$ cat src/rtl/br_pkg.sv
// Shared opcode classes, condition codes and branch-FSM state encoding.
// Pure definitions: no latency, no backpressure.
package br_pkg;

  localparam logic [2:0] OPC_BR  = 3'b011;
  localparam logic [2:0] OPC_JMP = 3'b001;

  localparam logic [1:0] CC_EQZ = 2'b00;
  localparam logic [1:0] CC_NEZ = 2'b01;
  localparam logic [1:0] CC_LTZ = 2'b10;
  localparam logic [1:0] CC_GEZ = 2'b11;

  typedef enum logic [1:0] {
    IDLE    = 2'd0,
    LD_WAIT = 2'd1,
    SQUASH  = 2'd2
  } br_state_t;

  // Register-indirect jumps and all conditional branches read rs.
  function automatic logic needs_rs(input logic [4:0] opc);
    return (opc[4:2] == OPC_BR) || ((opc[4:2] == OPC_JMP) && opc[0]);
  endfunction

endpackage

$ cat src/rtl/br_cond_eval.sv
// Taken/not-taken decision for one control opcode and its rs operand; purely combinational.
// No backpressure: the caller decides when the result is used.
module br_cond_eval
  import br_pkg::*;
#(
  parameter int DATA_W = 16
) (
  input  logic [4:0]        i_opc,
  input  logic [DATA_W-1:0] i_operand,
  output logic              o_taken
);

  always_comb begin
    o_taken = 1'b0;
    if (i_opc[4:2] == OPC_JMP) begin
      o_taken = 1'b1;
    end else if (i_opc[4:2] == OPC_BR) begin
      case (i_opc[1:0])
        CC_EQZ:  o_taken = (i_operand == '0);
        CC_NEZ:  o_taken = (i_operand != '0);
        CC_LTZ:  o_taken = i_operand[DATA_W-1];
        CC_GEZ:  o_taken = !i_operand[DATA_W-1];
        default: o_taken = 1'b0;
      endcase
    end
  end

endmodule

$ cat src/rtl/branch_ctrl.sv
// ID-stage branch resolution: redirect/squash one cycle after resolution, +1 cycle on load-use.
// pipe_stall freezes decisions; id_stall holds PC and IF/ID for the load-use bubble.
module branch_ctrl
  import br_pkg::*;
#(
  parameter int DATA_W    = 16,
  parameter int REG_IDX_W = 3,
  parameter int CNT_W     = 16
) (
  input  logic                 clk,
  input  logic                 rst_n,
  input  logic                 id_valid,
  input  logic [4:0]           id_instr,
  input  logic [REG_IDX_W-1:0] id_rs_idx,
  input  logic [DATA_W-1:0]    id_rs_data,
  input  logic [DATA_W-1:0]    id_target,
  input  logic                 ex_wr_en,
  input  logic [REG_IDX_W-1:0] ex_wr_idx,
  input  logic                 ex_is_load,
  input  logic [DATA_W-1:0]    ex_result,
  input  logic                 mem_wr_en,
  input  logic [REG_IDX_W-1:0] mem_wr_idx,
  input  logic [DATA_W-1:0]    mem_result,
  input  logic                 pipe_stall,
  output logic                 id_stall,
  output logic                 pc_redirect,
  output logic [DATA_W-1:0]    pc_target,
  output logic                 squash_id,
  output logic [CNT_W-1:0]     br_total_cnt,
  output logic [CNT_W-1:0]     br_taken_cnt
);

  br_state_t         r_state, w_state_nxt;
  logic              w_is_ctrl, w_needs_rs, w_ex_fwd, w_mem_fwd, w_load_use;
  logic              w_resolve, w_taken, w_take;
  logic [DATA_W-1:0] w_operand;
  logic              r_pc_redirect, r_squash;
  logic [DATA_W-1:0] r_pc_target;
  logic [CNT_W-1:0]  r_total, r_taken;

  assign w_is_ctrl  = (id_instr[4:2] == OPC_BR) || (id_instr[4:2] == OPC_JMP);
  assign w_needs_rs = needs_rs(id_instr);
  assign w_ex_fwd   = ex_wr_en && (ex_wr_idx == id_rs_idx) && !ex_is_load;
  assign w_mem_fwd  = mem_wr_en && (mem_wr_idx == id_rs_idx);
  assign w_load_use = w_needs_rs && ex_wr_en && (ex_wr_idx == id_rs_idx) && ex_is_load;

  // After a load-use bubble the load sits in MEM, so its data is the operand.
  always_comb begin
    w_operand = id_rs_data;
    if (r_state == LD_WAIT) w_operand = mem_result;
    else if (w_ex_fwd)      w_operand = ex_result;
    else if (w_mem_fwd)     w_operand = mem_result;
  end

  br_cond_eval #(.DATA_W(DATA_W)) u_cond (
    .i_opc     (id_instr),
    .i_operand (w_operand),
    .o_taken   (w_taken)
  );

  always_ff @(posedge clk or negedge rst_n) begin
    if (!rst_n) r_state <= IDLE;
    else        r_state <= w_state_nxt;
  end

  always_comb begin
    w_state_nxt = r_state;
    case (r_state)
      IDLE: begin
        if (id_valid && w_is_ctrl && !pipe_stall) begin
          if (w_load_use)   w_state_nxt = LD_WAIT;
          else if (w_taken) w_state_nxt = SQUASH;
        end
      end
      LD_WAIT: begin
        if (!pipe_stall) w_state_nxt = w_taken ? SQUASH : IDLE;
      end
      SQUASH:  w_state_nxt = IDLE;
      default: w_state_nxt = IDLE;
    endcase
  end

  always_comb begin
    id_stall  = 1'b0;
    w_resolve = 1'b0;
    case (r_state)
      IDLE: begin
        if (id_valid && w_is_ctrl && !pipe_stall) begin
          id_stall  = w_load_use;
          w_resolve = !w_load_use;
        end
      end
      LD_WAIT: w_resolve = !pipe_stall;
      default: ;
    endcase
  end

  assign w_take = w_resolve && w_taken;

  always_ff @(posedge clk or negedge rst_n) begin
    if (!rst_n) begin
      r_pc_redirect <= 1'b0;
      r_squash      <= 1'b0;
      r_pc_target   <= '0;
    end else begin
      r_pc_redirect <= w_take;
      r_squash      <= w_take;
      if (w_take) r_pc_target <= id_target;
    end
  end

  always_ff @(posedge clk or negedge rst_n) begin
    if (!rst_n) begin
      r_total <= '0;
      r_taken <= '0;
    end else begin
      if (w_resolve && (r_total != '1)) r_total <= r_total + CNT_W'(1);
      if (w_take && (r_taken != '1))    r_taken <= r_taken + CNT_W'(1);
    end
  end

  assign pc_redirect  = r_pc_redirect;
  assign squash_id    = r_squash;
  assign pc_target    = r_pc_target;
  assign br_total_cnt = r_total;
  assign br_taken_cnt = r_taken;

endmodule

$ cat config.mk
export PLATFORM = sky130hd
export DESIGN_NAME = branch_ctrl
export DESIGN_NICKNAME = d
export VERILOG_FILES = /design/src/rtl/br_pkg.sv /design/src/rtl/br_cond_eval.sv /design/src/rtl/branch_ctrl.sv
export SDC_FILE = /design/constraint.sdc
export NUM_CORES = 1
export LEC_CHECK = 0
export BUFFER_PORTS_ARGS = -buffer_cell sky130_fd_sc_hd__buf_2
export CAP_MARGIN = 20
export CORE_UTILIZATION = 31
export DETAILED_ROUTE_END_ITERATION = 10
export PLACE_DENSITY = 0.54
export SLEW_MARGIN = 20
export SYNTH_ARGS = -nofsm -noshare
export SYNTH_HDL_FRONTEND = slang
export SYNTH_HIERARCHICAL = 1
export SYNTH_SLANG_ARGS = --single-unit
$ cat constraint.sdc
create_clock -name clk -period 4.07 [get_ports clk]
set_input_delay 0.6105 -clock clk [delete_from_list [all_inputs] [get_ports clk]]
set_output_delay 0.6105 -clock clk [all_outputs]
set_load 0.01 [all_outputs]
---- Word-level counts from Yosys, hierarchy flattened ----
Cells that the tools add are included.
W data, S select, Z words.
word-level totals
  bits in registers ....................... 51
  bits of input ports ..................... 85
operators by class
  eq/ne operators ......................... 13
  muxes and demuxes ....................... 16
  $add $sub $neg .......................... 2
  reduce and logical (&&, ||, !) cells .... 23
operators with widths
  kind                     number
  $mux W16                 3
  $add A16 B1 Y16 const B  2
  $ne A16 B16 Y1 const B   2
  $logic_not A16 Y1        1
  $reduce_bool A16 Y1      1
  $logic_and A1 B1 Y1      12
  $mux W2                  5
  $eq A3 B3 Y1             2
  $mux W1                  5
  $eq A2 B1 Y1 const B     2
  $eq A2 B2 Y1 const B     2
  $logic_not A1 Y1         4
  $logic_not A2 Y1         2
  $ne A2 B2 Y1 const B     2
  $pmux W1 S4              1
  $pmux W2 S2              1
  $eq A3 B1 Y1 const B     1
  $eq A3 B2 Y1 const B     1
  $ne A3 B3 Y1 const B     1
  $reduce_and A3 Y1        1
  $logic_or A1 B1 Y1       2
  $pmux W1 S2              1

---- Depth between registers and ports, before layout ----
Gate-level depths: netlist of the first run.
  depth in word-level cells ............... 13
  gate-level depth with buffers ........... 16
  depth with buffers taken out ............ 14

---- Hierarchy ----
The synthesis of the first run kept the hierarchy.
by module, submodules not included
  module        seq. area each (um2)  times used  area each (um2)  cells an instance
  branch_ctrl   1276.2                1           2746.4           278
  br_cond_eval  0.0                   1           90.1             14

---- Least setup slack after synthesis of the first run ----
OpenSTA, ideal clock, no wires.
  path type ............................... input port to flip-flop
  start ................................... input port id_rs_idx[1]
  end ..................................... register r_taken[13] (netlist: br_taken_cnt[13])
  library setup time ...................... 0.079 ns
  stages .................................. 15
  arrival ................................. 3.601 ns
  slack ................................... 0.390 ns
  path buffers ............................ 2
  cell sequence ........................... xnor2_1 > nand4_2 > nor2_1 > o21bai_2 > buf_2 > a221o_1 > or4_1 > nor3_2 > o221ai_1 > a311oi_1 > o211a_1 > o21ai_2 > buf_6 > nor4_1 > xor2_1
on the way
  cells in the longest elaborated chain, start to end .. 11
  elaborated cells on any way between the ends .. 21
  classes of those cells .................. eq/ne: 2; mux: 8; reduce/logical: 11
RTL lines
  element                                                   RTL line                                RTL
  from (decl)                                               branch_ctrl.sv:14                       input logic [REG_IDX_W-1:0] id_rs_idx,
  $eq A3 B3 Y1 (on tied branches)                           branch_ctrl.sv:44, branch_ctrl.sv:43
  $logic_and A1 B1 Y1 (on tied branches)                    branch_ctrl.sv:44, branch_ctrl.sv:43
  $mux W16 or $logic_and A1 B1 Y1 (tied branches)           branch_ctrl.sv:52, branch_ctrl.sv:43
  $mux W16 *                                                branch_ctrl.sv:51                       else if (w_ex_fwd) w_operand = ex_result;
  $mux W16 *                                                branch_ctrl.sv:50                       if (r_state == LD_WAIT) w_operand = mem_result;
  named net w_operand[5]                                    branch_ctrl.sv:36                       logic [DATA_W-1:0] w_operand;
  $reduce_bool A16 Y1 or $logic_not A16 Y1 (tied branches)  br_cond_eval.sv:20, br_cond_eval.sv:19
  $pmux W1 S4 *                                             br_cond_eval.sv:18                      case (i_opc[1:0])
  $mux W1 *                                                 br_cond_eval.sv:17                      end else if (i_opc[4:2] == OPC_BR) begin
  $mux W1 *                                                 br_cond_eval.sv:15                      if (i_opc[4:2] == OPC_JMP) begin
  named net w_taken                                         branch_ctrl.sv:35                       logic w_resolve, w_taken, w_take;
  $logic_and A1 B1 Y1 *                                     branch_ctrl.sv:98                       assign w_take = w_resolve && w_taken;
  $logic_and A1 B1 Y1 *                                     branch_ctrl.sv:118                      if (w_take && (r_taken != '1)) r_taken <= r_taken + CNT_W'(1);
  to (signal assigned)                                      branch_ctrl.sv:118
  to (decl)                                                 branch_ctrl.sv:39                       logic [CNT_W-1:0] r_total, r_taken;
Mark *: on every way through the listed nets, which the timed path passes. The rest lies on a longest branch.
A chain may end at the register's enable or synchronous reset.

---- Final worst setup path of the first run ----
  start ................................... input port id_rs_idx[2]
  end ..................................... register r_taken[1] (netlist: br_taken_cnt[1])
Same word-level chain as after synthesis.

==> key figures, run 1 <==
Synth
  – Net Count, Synth: 379
  – Ys flop type: dfrtp_1
  – Syn Area/Cell: 9.714 um^2
  – FF+latch count, synth: 51
  – Mapped Cells: 292
  – Most frequent cell after synthesis: nand2_1
  – Sequential cell area fraction in the yosys report: 0.4499
  – Synth area leaders: dfrtp_1 45%, nand2_1 8.2%, xnor2_1 6.5%
  – Post-synth top area cell: dfrtp_1
  – Post-synth ARST share: 1.000
  – Synth cell types: 46
  – Ys Warns: 6
  – Post-synth EDFFs: 0
  – Most frequent cells after synthesis: 62 x nand2_1, 51 x dfrtp_1, 21 x xnor2_1
  – Yosys top cell area share: 0.4499
  – Post-Syn Area: 0.002836 mm^2

Setup path
  – Critical path class: in2reg
  – Startpoint types: input port
  – Most frequent CP cell: nor2_1
  – Crit-path slowest cell: or4_1
  – CP max stage delay: 0.53 ns
  – CP cell instances: buf_2, xnor2_1, nand4_2, nor2_1, o21bai_2, a221o_1, or4_1, nor3_2, o221ai_1, a311oi_1, o211a_1, o21ai_2, nor2_1, mux2_2
  – Worst Setup End Kind: flip-flop
  – Worst EP required: 4.27 ns
  – Crit path DAT: 3.88 ns
  – CP Max Fanout: 15
  – Setup slack, reg-to-reg: 0.59 ns

CTS
  – TritonCTS Buffers: 5
  – Postcts setup bufs: 0
  – H-tree depth: 2
  – Resize count post-CTS: 0
  – Sink Count: 51
  – Post-CTS Hold Fix Bufs: 0
  – CTS clk-pin slew, worst paths: 0.10 ns
  – CTS tree: done
  – Max Buffers Root-to-Sink: 2
  – CTS Root Cell: clkbuf_8
  – Clk Latency, worst-skew pair: 0.31 ns

Power and ir drop
  – Power share of the clock group: 0.301
  – Flop pwr share: 0.496
  – Cell Pwr Density: 322.3 mW/mm^2
  – Sw power: 348.4 uW
  – Comb pwr share: 0.203
  – Maximum vdd drop: 0.1715 mV
  – Internal: 865.9 uW
  – Sw frac: 0.2869
  – P_leak: 0.002058 uW

Global route
  – Vias in the first global route: 2715
  – Antenna violations before repair: 0
  – Global route total overflow: 0
  – Total GRT Usage: 0.1674
  – Largest net degree at the start of global routing: 52
  – First-pass GRT wire length: 13220 um

Detailed routing
  – Drt initial violations: 67
  – Drt wl/cell: 13.88 um
  – DRT Pass-1 Iters: 7
  – Via Count: 2692
  – Detail Route Antenna Nets: 0
  – Post-route DRC: 14
  – Vias/cell: 4.967
  – WL final: 7521 um

STA
  – Final Hold Viols: 0
  – Fin. max-slew vios: 0
  – FMAX: 271.7 MHz
  – Measured slew at the worst slew-check pin: 0.6675 ns
  – Clock skew: 0.01524 ns
  – Crit share post-route: 0.9042
  – Tmin final: 3.680 ns
  – RSZ-0062 raised after global routing: false
  – Setup TNS: 0 ns
  – Relative slew slack: 0.5550
  – Final Setup Violations: 0

Worst hold path
  – Worst Hold Class: in2async

Finish
  – Layout area overhead: 32.82%
  – Ant. Diodes: 0
  – Layout filler cell count: 896
  – Layout cells sized above 1: 0.3894
  – Final std cells w/o fill: 542
  – Post-layout nets: 520

Floorplan
  – Chip Height: 97.66 um
  – Die area: 0.009537 mm^2
  – Io pins: 136
  – Chip width: 97.66 um
  – Rows: 34
  – Placeable Area: 0.008806 mm^2
  – Initial core utilization: 0.3221

Run status
  – Failing checks: design-rule violations
  – Status: complete, but fails checks

Placed design
  – Placed cell count: 534
  – Routability cong.: 0.7536
  – IO buf count: 135
  – Detailed Place HPWL: 5778 um

Flow run
  – Max-cap violations: 0
[kinds of logic (layout without fill, tap and decap cells)]
kind of cell    Yosys count  in the layout  synth area share
compound gates           27             27           0.08910
xor+xnor                 35             35            0.1107
fa+ha+maj                 2              2          0.008821
buf+inv                  14            156           0.02867
flops                    51             51            0.4499
mux                       2              2          0.007939
simple gates            161            161            0.3048
[cell usage in the layout (no fill, tap or decap), types with 3 or more instances in the layout]
cell type	netlist	layout
and2_1	18	18
clkbuf_8	0	5
nand3_1	13	13
nor4_1	9	9
a221o_1	16	16
buf_2	5	135
and3_1	7	7
nand2_1	62	62
and4_1	3	3
nor2_1	10	10
nand4_1	12	12
xnor2_1	21	21
nor3_1	9	9
dfrtp_1	51	51
xor2_1	13	13
buf_4	2	10
[metrics by stage]
stage                     power (uW)  hold WS, ns  instance area (um^2)  utilization  worst slack [ns]
after global routing            1291       0.4623                  3767       0.4278           0.04920
after floorplan                728.0       0.3149                  2836            -            0.3895
after detailed placement       863.9       0.4577                  3652       0.4147          0.009895
final                           1214       0.3999                  3767       0.4278            0.3900
after global placement         860.1       0.4559                  3652       0.4147            0.1098
after CTS                       1233       0.4392                  3767       0.4278            0.3364
[area by class of cell]
type	instances	area, um^2	area share
Tap cell	108	135.1	0.03587
Sequential cell	51	1276	0.3388
Clock inverter	3	46.29	0.01229
Timing Repair Buffer	145	750.7	0.1993
Inverter	3	11.26	0.002989
Multi-Input combinational cell	227	1479	0.3926
Clock buffer	5	68.82	0.01827
[sequential cells by signal, indices dropped and copies added, names as in the netlist]
register      cells
pc_target        16
br_taken_cnt     16
r_state           2
br_total_cnt     16
squash_id         1
[worst max-delay path: cells and delay by family]
family          cells  cell delay, ns
compound gates      6            1.32
xor+xnor            1            0.19
buf+inv             1            0.11
mux                 1            0.35
simple gates        5            1.29
[power by group through the flow]
| stage | combinational, uW | sequential (uW) | clock (uW) |
|---|---|---|---|
| 6_report | 246 | 603 | 365 |
| 4_1_cts | 252 | 603 | 377 |
| 5_1_grt | 278 | 614 | 399 |
| 2_1_floorplan | 95.0 | 633 | 0 |
| 3_3_place_gp | 250 | 610 | 0 |
| 3_5_place_dp | 252 | 612 | 0 |
[worst paths after layout]
kind / from / end / cells after the start
hold / removal: rst_n / br_taken_cnt[10]$_DFFE_PN0P_ / 2
max in group asynchronous: rst_n / pc_target[7]$_DFFE_PN0P_ / 2
setup / recovery: id_rs_idx[2] / br_taken_cnt[1]$_DFFE_PN0P_ / 14
min in group clk: pc_target[4]$_DFFE_PN0P_ / pc_target[4]$_DFFE_PN0P_ / 2
hold reg to reg: pc_target[4]$_DFFE_PN0P_ / pc_target[4]$_DFFE_PN0P_ / 2
setup reg to reg: r_state[0]$_DFFE_PN0P_ / br_taken_cnt[1]$_DFFE_PN0P_ / 13
[routing by layer]
metal | routed length (um) | share of wire | global-route usage
met1 | 3440 | 0.46 | 0.2301
met2 | 3597 | 0.48 | 0.2679
met3 | 367 | 0.049 | 0.03453
met4 | 115 | 0.015 | 0.04312
met5 | 0 | 0 | 0
Power figures use the tool's default switching activity.
==> run 2: changes to the inputs <==
--- a/config.mk
+++ b/config.mk
@@ -10,6 +10,7 @@
 export CORE_UTILIZATION = 31
 export DETAILED_ROUTE_END_ITERATION = 10
 export PLACE_DENSITY = 0.54
+export REMOVE_ABC_BUFFERS = 1
 export SLEW_MARGIN = 20
 export SYNTH_ARGS = -nofsm -noshare
 export SYNTH_HDL_FRONTEND = slang
==> run 2 against run 1 <==
The flow still finishes with violations (design-rule violations). Routed wire length grew 0.21%. Non-clock buffer count decreased by 3. Sequential cell count stayed put. Sequential power barely moved. Total power is 3.4% lower. Combinational power is essentially flat. Setup slack worse by 0.052 ns. Register-to-register slack got worse by 0.08 ns. Final area decreased by 0.43%. Sequential share of layout area increased by 0.15 points. First-iteration DRC count grew 81%. Largest power group unchanged.
==> key figures, run 2 (synthesized netlist as in run 1, its figures left out) <==
Detailed routing
  – Post-route DRC: 14 (unchanged)
  – Via Count: 2678 (-0.52%)
  – Vias/cell: 4.968 (about the same)
  – Detail Route Antenna Nets: 0 (unchanged)
  – WL final: 7537 um (+0.21%)
  – Drt wl/cell: 13.98 um (+0.77%)
  – DRT Pass-1 Iters: 7 (unchanged)
  – Drt initial violations: 121 (+81%)

Run status
  – Status: complete, but fails checks
  – Failing checks: design-rule violations

Floorplan
  – Chip Height: 97.66 um (unchanged)
  – Chip width: 97.66 um (unchanged)
  – Placeable Area: 0.008806 mm^2 (unchanged)
  – Io pins: 136 (unchanged)
  – Rows: 34 (unchanged)
  – Die area: 0.009537 mm^2 (unchanged)
  – Initial core utilization: 0.3221 (unchanged)

Global route
  – Antenna violations before repair: 0 (unchanged)
  – Largest net degree at the start of global routing: 52 (unchanged)
  – First-pass GRT wire length: 12470 um (-5.7%)
  – Total GRT Usage: 0.1620 (-0.005395)
  – Global route total overflow: 0 (unchanged)
  – Vias in the first global route: 2529 (-6.9%)

CTS
  – Post-CTS Hold Fix Bufs: 0 (unchanged)
  – TritonCTS Buffers: 5 (unchanged)
  – Resize count post-CTS: 0 (unchanged)
  – CTS clk-pin slew, worst paths: 0.09 ns (about the same)
  – Postcts setup bufs: 0 (unchanged)
  – Sink Count: 51 (unchanged)
  – Max Buffers Root-to-Sink: 2 (unchanged)
  – CTS Root Cell: clkbuf_8
  – H-tree depth: 2 (unchanged)
  – Clk Latency, worst-skew pair: 0.30 ns (about the same)
  – CTS tree: done

Placed design
  – Routability cong.: 0.7850 (+4.2%)
  – Detailed Place HPWL: 5686 um (-1.6%)
  – Placement Cell Area: 0.003647 mm^2 (-0.14%)
  – Place WS: -0.01581 ns (-0.02571 ns)
  – IO buf count: 135 (unchanged)

Setup path
  – CP max stage delay: 0.53 ns (about the same)
  – Worst EP required: 4.27 ns (about the same)
  – Critical path class: in2reg
  – CP Buf/Inv Count: 1 (unchanged)
  – Crit-path slowest cell: or4_1
  – CP cell instances: buf_2, xnor2_1, nand4_2, nor2_1, o21bai_2, a221o_1, or4_1, nor3_2, o221ai_1, a311oi_1, o211a_1, o21ai_2, nor2_1, mux2_2
  – Largest delay share family, worst path: compound AO/OA/AOI/OAI gates
  – Most frequent CP cell: nor2_1
  – CP Max Fanout: 17 (+2)
  – Setup slack, reg-to-reg: 0.51 ns (-0.08 ns)
  – Startpoint types: input port
  – Crit path DAT: 3.93 ns (+0.05 ns)
  – Worst Setup End Kind: flip-flop

Finish
  – Multi-input gate area: 0.001484 mm^2 (+0.34%)
  – Layout area overhead: 32.25%
  – Commonest non-fill, non-tap cell in the layout: buf_2
  – Register area: 0.001276 mm^2 (unchanged)
  – Layout cells sized above 1: 0.3875 (-0.001930)
  – Most frequent cells in the layout: 135 x buf_2, 62 x nand2_1, 51 x dfrtp_1
  – Ant. Diodes: 0 (unchanged)
  – Fin area: 0.003751 mm^2 (-0.43%)
  – Layout filler cell count: 925 (+3.2%)
  – Post-layout nets: 517 (-0.58%)

STA
  – Crit share post-route: 0.9169 (+0.01275)
  – Final Hold Viols: 0 (unchanged)
  – Tmin final: 3.732 ns (+0.05190 ns)
  – Relative slew slack: 0.4802 (-0.07485)
  – Setup WS post-layout: 0.3381 ns (-0.05190 ns)
  – Clock skew: 0.01032 ns (-0.004915 ns)
  – Measured slew at the worst slew-check pin: 0.7796 ns (+0.1122 ns)
  – RSZ-0062 raised after global routing: false
  – FMAX: 268.0 MHz (-1.4%)
  – Fin. max-slew vios: 0 (unchanged)
  – Final Setup Violations: 0 (unchanged)

Worst hold path
  – Worst Hold Class: in2async

Flow run
  – Max-cap violations: 0 (unchanged)

Power and ir drop
  – P_leak: 0.002042 uW (-0.75%)
  – Maximum vdd drop: 0.1842 mV (+7.4%)
  – Cell Pwr Density: 312.6 mW/mm^2 (-3.0%)
==> run 2: changes by cell type in the layout (fill, tap and decap cells not counted), sizes merged <==
cell,change
inv,-1
clkbuf,+2
buf,-3
bufinv,-1
==> run 2: routing by layer <==
layer | track usage | share of wire | up-vias
met1 | 0.2249 | 0.46 | 1259
met5 | 0 | 0 | -
met4 | 0.05594 | 0.022 | 0
li1 | - | - | 1318
met3 | 0.03669 | 0.067 | 14
met2 | 0.2477 | 0.45 | 87
==> run 2: path summary, 6_finish.rpt <==
kind / start / to / cells after the start
worst max register to register: r_state[0]$_DFFE_PN0P_ / br_taken_cnt[1]$_DFFE_PN0P_ / 12
worst max-delay path: id_rs_idx[2] / br_taken_cnt[1]$_DFFE_PN0P_ / 14
worst min-delay path: rst_n / br_taken_cnt[1]$_DFFE_PN0P_ / 2
min in group clk: pc_target[10]$_DFFE_PN0P_ / pc_target[10]$_DFFE_PN0P_ / 2
max in group asynchronous: rst_n / r_state[1]$_DFFE_PN0P_ / 2
worst min register to register: pc_target[10]$_DFFE_PN0P_ / pc_target[10]$_DFFE_PN0P_ / 2
==> run 2: where the power goes <==
part           internal (uW)  total, uW  leakage [uW]  switching [uW]
sequential               557        605      0.000693            47.8
combinational            123        245       0.00130             122
clock                    155        323     0.0000505             168
total                    835       1170       0.00204             338
==> run 2: cell type report <==
class,instances,share of cell area
Timing Repair Buffer,142,0.1975
Tap cell,108,0.03602
Sequential cell,51,0.3402
Clock inverter,1,0.002001
Multi-Input combinational cell,227,0.3956
Inverter,3,0.003002
Clock buffer,7,0.02568
==> run 2: stage by stage <==
step / cells / setup TNS (ns) / total power (uW) / util / hold slack (ns)
2_1_floorplan: 281 / 0 / 725.7 / - / 0.3149
3_3_place_gp: 531 / 0 / 856.3 / 0.4136 / 0.4534
3_5_place_dp: 531 / -0.02503 / 862.8 / 0.4142 / 0.4581
4_1_cts: 539 / 0 / 1196 / 0.4260 / 0.4312
5_1_grt: 539 / 0 / 1249 / 0.4260 / 0.4562
6_report: 539 / 0 / 1173 / 0.4260 / 0.3969
==> run 3: changes to the inputs <==
--- a/config.mk
+++ b/config.mk
@@ -11,6 +11,7 @@
 export DETAILED_ROUTE_END_ITERATION = 10
 export PLACE_DENSITY = 0.54
 export REMOVE_ABC_BUFFERS = 1
+export SETUP_SLACK_MARGIN = 0.4
 export SLEW_MARGIN = 20
 export SYNTH_ARGS = -nofsm -noshare
 export SYNTH_HDL_FRONTEND = slang
==> run 3 against run 2 <==
The run still ends with design-rule violations left. Sequential cell count stayed put. Cell count is 0.74% higher. Hold slack better by 0.012 ns. First-iteration DRC count is 13% lower. Maximum frequency is 3.7% higher. Critical path depth stayed put. Clock skew hardly changed. Non-clock buffer count is 2 higher. Highest routed layer unchanged. Via count is 1.6% higher. Largest cell class unchanged. Critical path type unchanged.
==> key figures, run 3 (synthesized netlist as in run 1, its figures left out) <==
Floorplan
  – Placeable Area: 0.008806 mm^2 (unchanged)
  – Chip Height: 97.66 um (unchanged)
  – Rows: 34 (unchanged)
  – Initial core utilization: 0.3221 (unchanged)
  – Chip width: 97.66 um (unchanged)
  – Die area: 0.009537 mm^2 (unchanged)
  – Io pins: 136 (unchanged)

Global route
  – First-pass GRT wire length: 12470 um (unchanged)
  – Busiest layer in global routing: met2
  – Largest net degree at the start of global routing: 52 (unchanged)
  – Antenna violations before repair: 0 (unchanged)
  – Global routing usage on met1: 0.2249 (unchanged)
  – Global route total overflow: 0 (unchanged)
  – Met3 global-route usage: 0.03669 (unchanged)
  – Total GRT Usage: 0.1622 (about the same)
  – Vias in the first global route: 2528 (-0.040%)
  – M2 GR Usage: 0.2482 (+0.0005456)

Finish
  – Final std cells w/o fill: 543 (+0.74%)
  – Ant. Diodes: 0 (unchanged)
  – Post-layout nets: 521 (+0.77%)
  – Layout area overhead: 37.05%
  – Most frequent cells in the layout: 135 x buf_2, 62 x nand2_1, 51 x dfrtp_1
  – Layout filler cell count: 912 (-1.4%)
  – Layout cells sized above 1: 0.4276 (+0.04012)
  – Commonest non-fill, non-tap cell in the layout: buf_2

Run status
  – Failing checks: design-rule violations
  – Status: complete, but fails checks

CTS
  – Sink Count: 51 (unchanged)
  – H-tree depth: 2 (unchanged)
  – CTS clk-pin slew, worst paths: 0.10 ns (about the same)
  – CTS Root Cell: clkbuf_8
  – Max Buffers Root-to-Sink: 2 (unchanged)
  – CTS tree: done
  – TritonCTS Buffers: 5 (unchanged)
  – Clk Latency, worst-skew pair: 0.30 ns (about the same)
  – Post-CTS Hold Fix Bufs: 0 (unchanged)

Setup path
  – Reg2reg path depth: 12 (unchanged)
  – Worst Setup End Kind: flip-flop
  – Startpoint types: input port
  – Critical path class: in2reg
  – Worst r2r src: r_state[1]$_DFFE_PN0P_
  – CP cell instances: buf_2, xnor2_2, nand4_2, nor2_4, o21bai_4, a221o_1, or4_1, nor3_2, o221ai_1, a311oi_1, o211a_2, o21ai_4, nor2_2, mux2_2
  – Setup slack, reg-to-reg: 0.66 ns (+0.15 ns)
  – Worst r2r dst: br_taken_cnt[1]$_DFFE_PN0P_
  – Crit-path slowest cell: or4_1
  – Worst EP required: 4.27 ns (about the same)
  – CP Max Fanout: 7 (-10)
  – CP max stage delay: 0.53 ns (about the same)
  – Crit path DAT: 3.79 ns (-0.14 ns)

Detailed routing
  – Drt initial violations: 105 (-13%)
  – Detail Route Antenna Nets: 0 (unchanged)
  – WL final: 7994 um (+6.1%)
  – Drt wl/cell: 14.72 um (+5.3%)
  – DRT Pass-1 Iters: 7 (unchanged)
  – Via Count: 2721 (+1.6%)
  – Vias/cell: 5.011 (+0.86%)
  – Post-route DRC: 14 (unchanged)

Flow run
  – Max-cap violations: 0 (unchanged)

Power and ir drop
  – Pwr Total: 1181 uW (+0.67%)
  – Cell Pwr Density: 303.7 mW/mm^2 (-2.9%)
  – P_leak: 0.002053 uW (+0.49%)
  – Maximum vdd drop: 0.1836 mV (-0.33%)

STA
  – Relative slew slack: 0.5423 (+0.06216)
  – Fin. max-slew vios: 0 (unchanged)
  – FMAX: 277.9 MHz (+3.7%)
  – Clock skew: 0.009912 ns (-0.0004131 ns)
  – RSZ-0062 raised after global routing: false
  – Tmin final: 3.598 ns (-0.1335 ns)
  – Final Hold Viols: 0 (unchanged)
  – Crit share post-route: 0.8841 (-0.03279)
  – Final Setup Violations: 0 (unchanged)
  – Setup TNS: 0 ns (unchanged)
  – Measured slew at the worst slew-check pin: 0.6828 ns (-0.09686 ns)

Placed design
  – Detailed Place HPWL: 5686 um (unchanged)
  – Routability cong.: 0.7850 (unchanged)
  – IO buf count: 135 (unchanged)
  – Placed cell count: 531 (unchanged)

Worst hold path
  – Worst Hold Class: in2async
-- run 3: cell count changes in the layout (fill, tap and decap cells not counted), sizes merged --
cell   delta
buf       +2
o21ai     +2
-- run 3: cell type report --
class,instances,area [um^2],area share
multi-input combinational,229,1605,0.4129
sequential,51,1276,0.3283
timing repair buffer,144,755.7,0.1944
tap,108,135.1,0.03476
clock buffer,7,96.34,0.02478
inverter,3,11.26,0.002897
clock inverter,1,7.507,0.001931
-- run 3: power by group --
part	total, uW	switching, uW	internal [uW]
logic	252	127	125
clock network	323	168	155
registers	605	48.1	557
-- run 3: critical path, delay by kind of cell --
family | cells | cell delay [ns]
xor gates and xnor gates | 1 | 0.17
and+or+nand+nor | 5 | 1.19
muxes | 1 | 0.34
AOI/OAI and AO/OA | 6 | 1.34
buffers and inverters | 1 | 0.13
-- run 3: metrics by stage --
stage                     instance area [um^2]  setup WS (ns)  hold slack [ns]  utilization
after detailed placement                  3647       -0.01581           0.4581       0.4142
after floorplan                           2766         0.2267           0.3149            -
after global placement                    3642        0.03173           0.4534       0.4136
after CTS                                 3761         0.4471           0.4312       0.4271
final                                     3887         0.4716           0.4089       0.4415
after global routing                      3887         0.3632           0.4562       0.4415
-- run 3: routing by layer --
metal  vias to the layer above  wire [um]
met2                        79       3669
met1                      1295       3711
li1                       1333          -
met3                        14        435
met5                         -          0
met4                         0        178
-- run 3: what timing repair did --
action | in CTS | in global routing
resized for setup | 2 | 17
setup buffers | 0 | 2
cloned | 0 | 2
setup endpoints to repair | 8 | 11
pin swaps | 0 | 4
-- run 3: how the worst max path moves through the flow --
stage	from	end	cells past startpoint
floorplan	id_rs_idx[1]	br_taken_cnt[1]$_DFFE_PN0P_	13
global placement	id_rs_idx[1]	br_taken_cnt[1]$_DFFE_PN0P_	14
detailed placement	id_rs_idx[2]	br_taken_cnt[1]$_DFFE_PN0P_	14
CTS	id_rs_idx[2]	br_taken_cnt[1]$_DFFE_PN0P_	14
global route	id_rs_idx[2]	br_taken_cnt[4]$_DFFE_PN0P_	14
finish	id_rs_idx[2]	br_taken_cnt[1]$_DFFE_PN0P_	14
